### config.mk
export PLATFORM = sky130hd
export DESIGN_NAME = lsu
export DESIGN_NICKNAME = d
export VERILOG_FILES = /design/src/rtl/lsu.sv
export SDC_FILE = /design/constraint.sdc
export NUM_CORES = 1
export LEC_CHECK = 0
export CAP_MARGIN = 40
export CORE_MARGIN = 4
export CORE_UTILIZATION = 52
export CTS_BUF_LIST = sky130_fd_sc_hd__clkbuf_16
export DETAILED_ROUTE_END_ITERATION = 6
export MAX_ROUTING_LAYER = met4
export PLACE_DENSITY = 0.86
export SETUP_SLACK_MARGIN = 0.15
export SLEW_MARGIN = 0
export SYNTH_ARGS = -nofsm -noshare
export SYNTH_HDL_FRONTEND = slang
export SYNTH_SLANG_ARGS = --single-unit
### constraint.sdc
create_clock -name clk -period 4.7 [get_ports clk]
set_input_delay 0.705 -clock clk [delete_from_list [all_inputs] [get_ports clk]]
set_output_delay 0.705 -clock clk [all_outputs]
set_load 0.01 [all_outputs]
### src/rtl/lsu.sv
`default_nettype none
// ============================================================================
//  Module   : lsu
//  Brief    : Load/store unit serialising word/half/byte accesses onto a
//             byte-wide RAM port, with sign/zero-extended register writeback.
//  Revision : 1.0
// ============================================================================
module lsu #(
   parameter int XLEN       = 32,
   parameter int REG_ADDR_W = 5
) (
   input  logic                  clk,
   input  logic                  rst,
   input  logic                  load_en,
   input  logic                  store_en,
   input  logic [2:0]            funct3,
   input  logic [XLEN-1:0]       addr,
   input  logic [XLEN-1:0]       store_data,
   input  logic [REG_ADDR_W-1:0] load_regs_addr,
   output logic [XLEN-1:0]       ram_addr,
   input  logic [7:0]            ram_rdata,
   output logic                  ram_we,
   output logic [7:0]            ram_wdata,
   output logic                  regs_write_en,
   output logic [REG_ADDR_W-1:0] regs_write_addr,
   output logic [XLEN-1:0]       regs_write_data,
   output logic                  pause_signal
);

   localparam logic [1:0] C_ST_IDLE   = 2'd0;
   localparam logic [1:0] C_ST_ACCESS = 2'd1;
   localparam logic [1:0] C_ST_WB     = 2'd2;

   logic [1:0]            state_q, state_d;
   logic [XLEN-1:0]       base_q,  base_d;
   logic [XLEN-1:0]       data_q,  data_d;
   logic [XLEN-1:0]       res_q,   res_d;
   logic [REG_ADDR_W-1:0] dest_q,  dest_d;
   logic [2:0]            size_q,  size_d;
   logic [1:0]            idx_q,   idx_d;
   logic                  sign_q,  sign_d;
   logic                  store_q, store_d;

   logic                  w_f3_ok;
   logic                  w_req;
   logic                  w_last;
   logic [2:0]            w_size;
   logic [XLEN-1:0]       w_ext;

   always_comb begin
      w_f3_ok = (funct3 == 3'b000) || (funct3 == 3'b001) || (funct3 == 3'b010) ||
                (funct3 == 3'b100) || (funct3 == 3'b101);
      w_req   = (load_en || store_en) && w_f3_ok;
      case (funct3[1:0])
         2'b00:   w_size = 3'd1;
         2'b01:   w_size = 3'd2;
         default: w_size = 3'd4;
      endcase
      w_last = ({1'b0, idx_q} == (size_q - 3'd1));
   end

   // Extension keys off the captured size; upper result bytes are cleared at capture.
   always_comb begin
      case (size_q)
         3'd1:    w_ext = sign_q ? {{(XLEN-8){res_q[7]}},   res_q[7:0]}
                                 : {{(XLEN-8){1'b0}},       res_q[7:0]};
         3'd2:    w_ext = sign_q ? {{(XLEN-16){res_q[15]}}, res_q[15:0]}
                                 : {{(XLEN-16){1'b0}},      res_q[15:0]};
         default: w_ext = res_q;
      endcase
   end

   always_ff @(posedge clk) begin
      if (!rst) begin
         state_q <= C_ST_IDLE;
         base_q  <= '0;
         data_q  <= '0;
         res_q   <= '0;
         dest_q  <= '0;
         size_q  <= '0;
         idx_q   <= '0;
         sign_q  <= 1'b0;
         store_q <= 1'b0;
      end else begin
         state_q <= state_d;
         base_q  <= base_d;
         data_q  <= data_d;
         res_q   <= res_d;
         dest_q  <= dest_d;
         size_q  <= size_d;
         idx_q   <= idx_d;
         sign_q  <= sign_d;
         store_q <= store_d;
      end
   end

   always_comb begin
      state_d = state_q;
      base_d  = base_q;
      data_d  = data_q;
      res_d   = res_q;
      dest_d  = dest_q;
      size_d  = size_q;
      idx_d   = idx_q;
      sign_d  = sign_q;
      store_d = store_q;
      case (state_q)
         C_ST_IDLE: begin
            if (w_req) begin
               base_d  = addr;
               data_d  = store_data;
               res_d   = '0;
               dest_d  = load_regs_addr;
               size_d  = w_size;
               idx_d   = 2'd0;
               sign_d  = ~funct3[2];
               store_d = store_en;
               state_d = C_ST_ACCESS;
            end
         end
         C_ST_ACCESS: begin
            if (!store_q) begin
               res_d[{idx_q, 3'b000} +: 8] = ram_rdata;
            end
            idx_d = idx_q + 2'd1;
            if (w_last) begin
               state_d = store_q ? C_ST_IDLE : C_ST_WB;
            end
         end
         C_ST_WB:  state_d = C_ST_IDLE;
         default:  state_d = C_ST_IDLE;
      endcase
   end

   // Outputs are forced low while reset is held so an aborted store cannot pulse ram_we.
   always_comb begin
      ram_addr        = '0;
      ram_we          = 1'b0;
      ram_wdata       = '0;
      regs_write_en   = 1'b0;
      regs_write_addr = '0;
      regs_write_data = '0;
      pause_signal    = 1'b0;
      if (rst) begin
         case (state_q)
            C_ST_IDLE: pause_signal = w_req;
            C_ST_ACCESS: begin
               pause_signal = 1'b1;
               ram_addr     = base_q + {{(XLEN-2){1'b0}}, idx_q};
               if (store_q) begin
                  ram_we    = 1'b1;
                  ram_wdata = data_q[{idx_q, 3'b000} +: 8];
               end
            end
            C_ST_WB: begin
               regs_write_en   = (dest_q != '0);
               regs_write_addr = dest_q;
               regs_write_data = w_ext;
            end
            default: ;
         endcase
      end
   end

endmodule
`default_nettype wire

==> flow_metrics.tcl, run 1 <==
set metrics [dict create \
    area_growth_pct 33.6 \
    yosysTopAreaCell "sky130_fd_sc_hd__dfxtp_1" \
    timing.critical_path.required_ns 3.99 \
    grt_pass1_wl_um 27600 \
    max_slew.worst_pin.slew_ns 0.796 \
    drt_wl_total_um 16700 \
    synth.net_count 848 \
    yosysTopAreaCellShare_pct 38.0 \
    area_taken_by_multi_input_logic_gates_mm2 0.00328 \
    via_count 5959 \
    synth_edf_count 0 \
    library_cell_with_the_highest_instance_count_after_synthesis "sky130_fd_sc_hd__nand2_1" \
    cts_setup_buffers 0 \
    numClockSinks 110 \
    die_width_um 114 \
    insertion_delay_ns 0.35 \
    wl_per_cell_um 16.4 \
    min_path_type "register to register" \
    rows 38 \
    top_usage_layer "met2" \
    min_delay_path_depth 2 \
    timing.critical_path.from "base_q[2]$_SDFFE_PN0P_" \
    io_pins 164 \
    mappedNetlistArea_mm2 0.00579 \
    status "completed" \
    vdd_drop_max_mv 0.178 \
    numPlacedInstances 1007 \
    ff2ff_path_depth 7 \
    path_class "register to primary output" \
    cts_tree "built" \
    synthDistinctLibCells 46 \
    hold_path_end "data_q[17]$_SDFFE_PN0P_" \
    final.period_utilization_pct 85.0 \
    clk_root_buffer_cell "sky130_fd_sc_hd__clkbuf_16" \
    netlist_instances 754 \
    final_hold_fails 0 \
    1st_pass_router_iterations 5 \
    hpwl_um 11900 \
    cts_resized 0 \
    ant_nets 0 \
    clock-skew-final_ns 0.00707 \
    worst_ep_arrival_time_ns 3.29 \
    drt_drc_violations_left 0 \
    grt_util_met3_pct 4.30 \
    layout-drive-gt1-share_pct 6.00 \
    cts_buffers 9 \
    grt_start_max_net_pins 74 \
    tns_ns 0 \
    dr.first_iter.drc_count 493 \
    endpoint_kind "primary output" \
    htreeDepth 3 \
    globalRouteOverflowTotal 0 \
    die_height_um 114 \
    nFillCells 844 \
    nNetsFinal 972 \
    antenna_cells_inserted 0 \
    initial_core_util_pct 53.2 \
    cts.reportedPaths.clkPinSlew_ns 0.07 \
    finalWeightedCongestion 0.897 \
    power.leakage_uw 0.00263 \
    use_met1_pct 34.0 \
    top_cells_by_area_in_the_synthesized_netlist "sky130_fd_sc_hd__dfxtp_1 (38%), sky130_fd_sc_hd__a21oi_1 (12%), sky130_fd_sc_hd__nand2_1 (11%)" \
    die_area_mm2 0.0129 \
    drv_slew 0 \
    max_slew_margin_pct 46.7 \
    cts_max_path_buffers 2 \
    worst_reg2reg_startpoint "idx_q[0]$_SDFFE_PN0P_" \
    gr-usage-all-layers_pct 26.7 \
    grt_setup_unrepaired "false" \
    timing.critical_path.from_type "register" \
    post_drt_via_cell_ratio 5.83 \
    fmaxAchievable_mhz 250 \
    antenna_violations_before_repair 0 \
    use_met2_pct 42.4 \
    final_cells 1023 \
    synth_commonest_cells "sky130_fd_sc_hd__nand2_1 (164), sky130_fd_sc_hd__a21oi_1 (136), sky130_fd_sc_hd__dfxtp_1 (110)" \
    setup_violations 0 \
    number_of_buffers_inserted_by_port_buffering 163 \
    worstPathMaxFanout 38 \
    ys_seq_area_share_pct 38.0 \
    placeable_core_area_mm2 0.0109 \
    power.density_mw_per_mm2 288 \
    area.sequential_mm2 0.00220 \
    synth_top_flop_cell "sky130_fd_sc_hd__dfxtp_1" \
    yosysWarningCount 0 \
    synth-async-reset-ratio_pct 0 \
    grt_pass1_vias 5845 \
    avgSynthCellArea_um2 7.68 \
    r2r_setup_slack_ns 2.22 \
    r2r_end "res_q[12]$_SDFFE_PN0P_" \
    synth_seq_cells 110 \
    finalWorstPathRequiredPeriod_ns 3.99 \
    hold_path.startpoint "data_q[17]$_SDFFE_PN0P_" \
    max_cap_viol_count 0 \
    cts_hold_buf 0 \
]
[cell usage in the layout, fill, tap and decap left out, types with 2 or more instances in the layout]
master | Yosys | layout
sky130_fd_sc_hd__inv_1 | 8 | 7
sky130_fd_sc_hd__or3b_2 | 2 | 2
sky130_fd_sc_hd__o21a_1 | 19 | 19
sky130_fd_sc_hd__nand4_1 | 44 | 44
sky130_fd_sc_hd__or2_2 | 6 | 6
sky130_fd_sc_hd__buf_4 | 3 | 9
sky130_fd_sc_hd__mux4_2 | 8 | 8
sky130_fd_sc_hd__or3_1 | 7 | 6
sky130_fd_sc_hd__inv_6 | 0 | 3
sky130_fd_sc_hd__a21oi_1 | 136 | 136
sky130_fd_sc_hd__nor3_1 | 4 | 4
sky130_fd_sc_hd__and3_1 | 14 | 14
sky130_fd_sc_hd__xor2_1 | 11 | 11
sky130_fd_sc_hd__nor2_1 | 23 | 23
sky130_fd_sc_hd__or4_1 | 13 | 13
sky130_fd_sc_hd__xnor2_1 | 2 | 2
sky130_fd_sc_hd__ha_1 | 9 | 9
sky130_fd_sc_hd__a31oi_1 | 2 | 2
sky130_fd_sc_hd__nor3_2 | 3 | 2
sky130_fd_sc_hd__nand2b_1 | 2 | 2
sky130_fd_sc_hd__and2_1 | 21 | 21
sky130_fd_sc_hd__dfxtp_1 | 110 | 110
sky130_fd_sc_hd__nand3_1 | 9 | 9
sky130_fd_sc_hd__clkbuf_16 | 0 | 9
sky130_fd_sc_hd__o21ai_0 | 41 | 41
sky130_fd_sc_hd__bufinv_16 | 0 | 2
sky130_fd_sc_hd__o31a_1 | 2 | 2
sky130_fd_sc_hd__and4_1 | 5 | 5
sky130_fd_sc_hd__clkdlybuf4s50_1 | 0 | 163
sky130_fd_sc_hd__o31ai_1 | 13 | 13
sky130_fd_sc_hd__nand2_1 | 164 | 164
[per-layer routing]
metal | up-vias | part of all wire (%)
met5 | - | 0
li1 | 2908 | -
met3 | 37 | 7.5
met1 | 2757 | 43
met4 | 0 | 2.6
met2 | 257 | 47
[how the worst max path moves through the flow]
stage                               to  slack, ns
after floorplan           ram_addr[28]       1.94
after global placement    ram_addr[29]       1.10
after detailed placement  ram_addr[14]       1.02
after CTS                 ram_addr[30]       0.74
after global routing      ram_addr[21]       0.42
final                     ram_addr[21]       0.71
[cell type report]
type                       instances  share of cell area [%]
inverter                           8                   0.404
clock buffer                       9                    2.91
tap                              140                    2.26
timing repair buffer             174                    22.3
clock inverter                     7                    1.33
sequential                       110                    28.5
multi-input combinational        575                    42.3
[logic make-up after synthesis]
family	after synthesis	synth area share, %
fa+ha+maj	10	2.29
mux	8	3.11
flops	110	38.0
xor+xnor	13	1.97
buf+inv	69	5.51
compound gates	218	21.0
simple gates	326	28.1
[where the power goes]
group          switching, µW  internal (µW)  total (µW)
sequential              46.4            982        1030
combinational            207            161         368
clock                    360            474         834
total                    614           1620        2230
[worst max-delay path, cell delays in order, from the launching register on]
cell and delay (ns):
sky130_fd_sc_hd__dfxtp_1 0.42, sky130_fd_sc_hd__and4_1 0.38, sky130_fd_sc_hd__nand4_2 0.64, sky130_fd_sc_hd__or4_1 0.74, sky130_fd_sc_hd__a21oi_1 0.17, sky130_fd_sc_hd__clkdlybuf4s50_1 0.56
[flip-flops by register name (all words and copies together), names as in the netlist]
register  count
base_q       32
data_q       32
dest_q        5
idx_q         2
res_q        32
sign_q        1
size_q        3
state_q       2
store_q       1
[stage by stage]
stage          cell area (µm²)  total power (µW)  hold slack [ns]  utilization [%]  worst slack [ns]
6_report                  7740              2230            0.456             71.1             0.707
5_1_grt                   7740              2330            0.473             71.1             0.418
4_1_cts                   7740              2240            0.457             71.1             0.740
3_5_place_dp              7410              1410            0.446             68.1              1.02
3_3_place_gp              7380              1390            0.438             67.8              1.10
2_1_floorplan             5790              1260            0.433                -              1.94
(Power assumes the default switching activity.)
==> run 2, diff against run 1 <==
Settings changed: CORE_UTILIZATION 52 to 48, PLACE_DENSITY 0.86 to 0.8.
Clock period 4.7 ns to 3.7 ns, I/O delays scaled along.
==> flow_metrics.tcl, run 2 (synthesized netlist as in run 1, its figures left out) <==
set metrics [dict create \
    area.sequential_mm2 0.00220 \
    path_cells "ha_1 > fa_2 > and2_1 > nand4_1 > buf_4 > or4_1 > a21oi_1 > clkdlybuf4s50_1" \
    critical_path.top_delay_family "buffers and inverters" \
    dr.first_iter.drc_count 419 \
    antenna_cells_inserted 0 \
    layout-drive-gt1-share_pct 6.52 \
    cpPeakStageDelay_ns 0.56 \
    initial_core_util_pct 49.9 \
    min_path_type "register to register" \
    drt_drc_violations_left 0 \
    post_drt_via_cell_ratio 5.66 \
    worstPathMaxFanout 5 \
    worst-path-buf-inv 2 \
    clk_root_buffer_cell "sky130_fd_sc_hd__clkbuf_16" \
    vdd_drop_max_mv 0.185 \
    cts_hold_buf 0 \
    drt_wl_total_um 16200 \
    final.period_utilization_pct 91.8 \
    nFillCells 976 \
    path_class "register to primary output" \
    layout_commonest_cell "sky130_fd_sc_hd__nand2_1" \
    numPlacedInstances 1014 \
    grt_pass1_wl_um 27000 \
    status "completed" \
    reg.largest.list "base_q (32), data_q (32), res_q (32)" \
    endpoint_kind "primary output" \
    insertion_delay_ns 0.34 \
    1st_pass_router_iterations 5 \
    finalWeightedCongestion 0.934 \
    grt_pass1_vias 5669 \
    r2r_end "res_q[13]$_SDFFE_PN0P_" \
    cts_buffers 9 \
    max_slew.worst_pin.slew_ns 0.739 \
    cts.reportedPaths.clkPinSlew_ns 0.07 \
    area_taken_by_multi_input_logic_gates_mm2 0.00328 \
    globalRouteOverflowTotal 0 \
    setup_ws_ns 0.303 \
    antenna_violations_before_repair 0 \
    power.leakage_uw 0.00265 \
    cts_max_path_buffers 2 \
    via_count 5842 \
    placeable_core_area_mm2 0.0116 \
    wl_per_cell_um 15.7 \
    detailedPlace.worstSlack_ns 0.501 \
    hpwl_um 11600 \
    setup_violations 0 \
    commonest_non_fill_non_tap_cells_in_the_layout "sky130_fd_sc_hd__nand2_1 (164), sky130_fd_sc_hd__clkdlybuf4s50_1 (163), sky130_fd_sc_hd__a21oi_1 (136)" \
    timing.critical_path.from "idx_q[0]$_SDFFE_PN0P_" \
    tns_ns 0 \
    ff2ff_path_depth 7 \
    final_hold_fails 0 \
    area_growth_pct 34.2 \
    timing.critical_path.from_type "register" \
    hold_path.startpoint "data_q[23]$_SDFFE_PN0P_" \
    gr-usage-all-layers_pct 23.5 \
    cpMaxStageDelayCell "sky130_fd_sc_hd__clkdlybuf4s50_1" \
    clock-skew-final_ns 0.00304 \
    worst-path-stages 8 \
    grt_start_max_net_pins 74 \
    numClockSinks 110 \
    nNetsFinal 979 \
    rows 39 \
    grt_setup_unrepaired "false" \
    ant_nets 0 \
    timing.critical_path.to "ram_addr[24]" \
    die_height_um 118 \
    htreeDepth 3 \
    die_width_um 118 \
    io_pins 164 \
    worst_reg2reg_startpoint "idx_q[0]$_SDFFE_PN0P_" \
    max_slew_margin_pct 50.8 \
    finalWorstPathRequiredPeriod_ns 3.40 \
    die_area_mm2 0.0139 \
    total_power_uw 2760 \
    power.density_mw_per_mm2 356 \
    worst_ep_arrival_time_ns 2.84 \
    fmaxAchievable_mhz 294 \
    drv_slew 0 \
    cts_tree "built" \
    r2r_setup_slack_ns 1.18 \
    number_of_buffers_inserted_by_port_buffering 163 \
    hold_slack_ns 0.455 \
    timing.critical_path.required_ns 3.14 \
    final_cells 1032 \
    max_cap_viol_count 0 \
]
==> run 2: cell types whose count changed in the layout (fill, tap and decap cells not counted), moves of 2 or more <==
cell / delta
sky130_fd_sc_hd__buf_4: +8
sky130_fd_sc_hd__inv_6: -3
sky130_fd_sc_hd__clkinv_1: +2
sky130_fd_sc_hd__clkinv_2: +2
==> run 2: routing by layer <==
layer | vias to the layer above | GRT usage [%] | part of all wire [%]
li1 | 2919 | - | -
met1 | 2689 | 29.8 | 45
met2 | 201 | 38.1 | 47
met3 | 33 | 3.84 | 5.8
met4 | 0 | 8.13 | 2.2
met5 | - | - | 0
==> run 2: report_power, final <==
| part | total, µW | switching, µW | internal (µW) |
|---|---|---|---|
| registers | 1310 | 57.0 | 1250 |
| logic | 466 | 260 | 206 |
| clock network | 992 | 409 | 583 |
| total | 2760 | 726 | 2040 |
==> run 2: per-stage QoR <==
| step | cell area (µm²) | util [%] |
|---|---|---|
| after global routing | 7770 | 66.9 |
| after global placement | 7420 | 63.9 |
| after floorplan | 5790 | - |
| after detailed placement | 7440 | 64.1 |
| after CTS | 7750 | 66.7 |
| final | 7770 | 66.9 |
==> run 2: cell type report <==
class                   count  share of cell area [%]
well taps                 143                    2.30
clock buffers               9                    2.90
flip-flops and latches    110                    28.3
clock inverters             6                   0.999
multi-input cells         575                    42.2
repair buffers            181                    22.8
inverters                   8                   0.403
==> run 2: worst register-to-register path: stages, from the launching register on <==
cell	delay (ns)
sky130_fd_sc_hd__dfxtp_1	0.34
sky130_fd_sc_hd__buf_4	0.30
sky130_fd_sc_hd__inv_1	0.16
sky130_fd_sc_hd__ha_1	0.28
sky130_fd_sc_hd__or3b_1	0.54
sky130_fd_sc_hd__nor3_2	0.44
sky130_fd_sc_hd__nand4_1	0.19
sky130_fd_sc_hd__a21oi_1	0.19
==> run 2: how the worst min path moves through the flow <==
stage	to	slack [ns]	cells past startpoint
2_1_floorplan	data_q[16]$_SDFFE_PN0P_	0.43	2
3_3_place_gp	data_q[11]$_SDFFE_PN0P_	0.44	2
3_5_place_dp	data_q[23]$_SDFFE_PN0P_	0.45	2
4_1_cts	data_q[23]$_SDFFE_PN0P_	0.46	2
5_1_grt	data_q[13]$_SDFFE_PN0P_	0.47	2
6_report	data_q[23]$_SDFFE_PN0P_	0.45	2
==> run 2: what timing repair did <==
item                                    in CTS  in global routing
endpoints found under the setup margin       2                  4
pin swaps                                    0                  1
cloned                                       0                  0
resized for setup                            1                  0
buffers inserted                             0                  3
==> run 3, diff against run 2 <==
Settings changed: CORE_UTILIZATION 48 to 40, PLACE_DENSITY 0.8 to 0.69.
==> flow_metrics.tcl, run 3 (synthesized netlist as in run 1, its figures left out) <==
set metrics [dict create \
    clock-skew-final_ns 0.00403 \
    cts_hold_buf 0 \
    wl_per_cell_um 15.6 \
    timing.critical_path.from "base_q[0]$_SDFFE_PN0P_" \
    vdd_drop_max_mv 0.211 \
    grt_setup_unrepaired "false" \
    cts_tree "built" \
    final_standard_cell_area_without_fillers_mm2 0.00780 \
    ant_nets 0 \
    numClockSinks 110 \
    max_cap_viol_count 0 \
    post-route-util_pct 55.5 \
    final.period_utilization_pct 92.0 \
    1st_pass_router_iterations 6 \
    r2r_end "res_q[18]$_SDFFE_PN0P_" \
    cts_buffers 9 \
    post_drt_via_cell_ratio 5.38 \
    drv_slew 0 \
    setup_violations 0 \
    placeable_core_area_mm2 0.0140 \
    max_slew.worst_pin.slew_ns 0.831 \
    path_class "register to primary output" \
    die_width_um 128 \
    placed_area_mm2 0.00749 \
    grt_pass1_wl_um 26400 \
    grt_start_max_net_pins 80 \
    io_pins 164 \
    worst_reg2reg_startpoint "idx_q[0]$_SDFFE_PN0P_" \
    commonest_non_fill_non_tap_cells_in_the_layout "sky130_fd_sc_hd__nand2_1 (164), sky130_fd_sc_hd__clkdlybuf4s50_1 (163), sky130_fd_sc_hd__a21oi_1 (136)" \
    fmaxAchievable_mhz 294 \
    antenna_cells_inserted 0 \
    clk_root_buffer_cell "sky130_fd_sc_hd__clkbuf_16" \
    finalWorstPathRequiredPeriod_ns 3.40 \
    final_hold_fails 0 \
    ff2ff_path_depth 7 \
    worst_ep_arrival_time_ns 2.85 \
    hpwl_um 11600 \
    grt_pass1_vias 5281 \
    power.density_mw_per_mm2 348 \
    drt_drc_violations_left 0 \
    cts_max_path_buffers 2 \
    area_growth_pct 34.7 \
    via_count 5761 \
    numPlacedInstances 1052 \
    number_of_buffers_inserted_by_port_buffering 163 \
    rows 43 \
    tns_ns 0 \
    die_area_mm2 0.0165 \
    initial_core_util_pct 41.2 \
    total_power_uw 2710 \
    gr-usage-all-layers_pct 20.4 \
    final_cells 1071 \
    timing.critical_path.from_type "register" \
    timing.critical_path.to "ram_addr[30]" \
    worstPathMaxFanout 8 \
    layout_commonest_cell "sky130_fd_sc_hd__nand2_1" \
    drt_wl_total_um 16700 \
    status "completed" \
    nNetsFinal 980 \
    globalRouteOverflowTotal 0 \
    endpoint_kind "primary output" \
    die_height_um 128 \
    power.leakage_uw 0.00265 \
    cts.reportedPaths.clkPinSlew_ns 0.07 \
    max_slew_margin_pct 44.6 \
    r2r_setup_slack_ns 1.28 \
    layout-drive-gt1-share_pct 6.73 \
    timing.critical_path.required_ns 3.14 \
    reg.largest.list "base_q (32), data_q (32), res_q (32)" \
    insertion_delay_ns 0.35 \
    antenna_violations_before_repair 0 \
    htreeDepth 3 \
    finalWeightedCongestion 0.895 \
    min_path_type "register to register" \
    dr.first_iter.drc_count 364 \
    nFillCells 1342 \
]
==> run 3: worst min-delay path by stage <==
stage | startpoint | to | slack (ns) | cells after the start
finish | data_q[24]$_SDFFE_PN0P_ | data_q[24]$_SDFFE_PN0P_ | 0.45 | 2
detailed placement | data_q[19]$_SDFFE_PN0P_ | data_q[19]$_SDFFE_PN0P_ | 0.45 | 2
global route | data_q[0]$_SDFFE_PN0P_ | data_q[0]$_SDFFE_PN0P_ | 0.48 | 2
CTS | data_q[19]$_SDFFE_PN0P_ | data_q[19]$_SDFFE_PN0P_ | 0.46 | 2
floorplan | data_q[16]$_SDFFE_PN0P_ | data_q[16]$_SDFFE_PN0P_ | 0.43 | 2
global placement | data_q[25]$_SDFFE_PN0P_ | data_q[25]$_SDFFE_PN0P_ | 0.44 | 2
==> run 3: per-layer routing <==
| metal | up-vias | part of all wire (%) | GRT usage (%) |
|---|---|---|---|
| li1 | 2936 | - | - |
| met1 | 2633 | 46 | 27.2 |
| met2 | 170 | 46 | 30.4 |
| met3 | 22 | 6.7 | 4.54 |
| met4 | 0 | 1.9 | 6.99 |
| met5 | - | 0 | - |
==> run 3: area by class of cell <==
type	instances	area, µm²	area share, %
Tap cell	180	225	2.89
Inverter	8	31.3	0.401
Sequential cell	110	2200	28.2
Clock buffer	9	225	2.89
Timing Repair Buffer	182	1770	22.7
Clock inverter	7	58.8	0.754
Multi-Input combinational cell	575	3280	42.1
==> run 3: repair_timing <==
action	in CTS	in global routing
gates resized for setup	1	2
gates cloned	0	0
pin swaps	0	1
buffers inserted	0	3
endpoints found under the setup margin	2	6
==> run 3: metrics by stage <==
stage | setup WS [ns] | hold WS (ns)
floorplan | 1.09 | 0.433
global placement | 0.506 | 0.441
detailed placement | 0.488 | 0.445
CTS | 0.193 | 0.455
global route | 0.156 | 0.477
finish | 0.296 | 0.452
==> run 3: where the power goes <==
part	internal [µW]	leakage, µW	switching, µW	total [µW]
combinational	203	0.00160	256	459
sequential	1250	0.000898	58.6	1310
clock	516	0.000151	431	948
==> run 3: critical path, stage by stage, from the launching register on <==
cell and delay (ns):
sky130_fd_sc_hd__dfxtp_1 0.34, sky130_fd_sc_hd__ha_1 0.22, sky130_fd_sc_hd__fa_2 0.25, sky130_fd_sc_hd__and2_1 0.16, sky130_fd_sc_hd__nand4_1 0.27, sky130_fd_sc_hd__or4_1 0.55, sky130_fd_sc_hd__a21oi_1 0.15, sky130_fd_sc_hd__clkdlybuf4s50_1 0.55
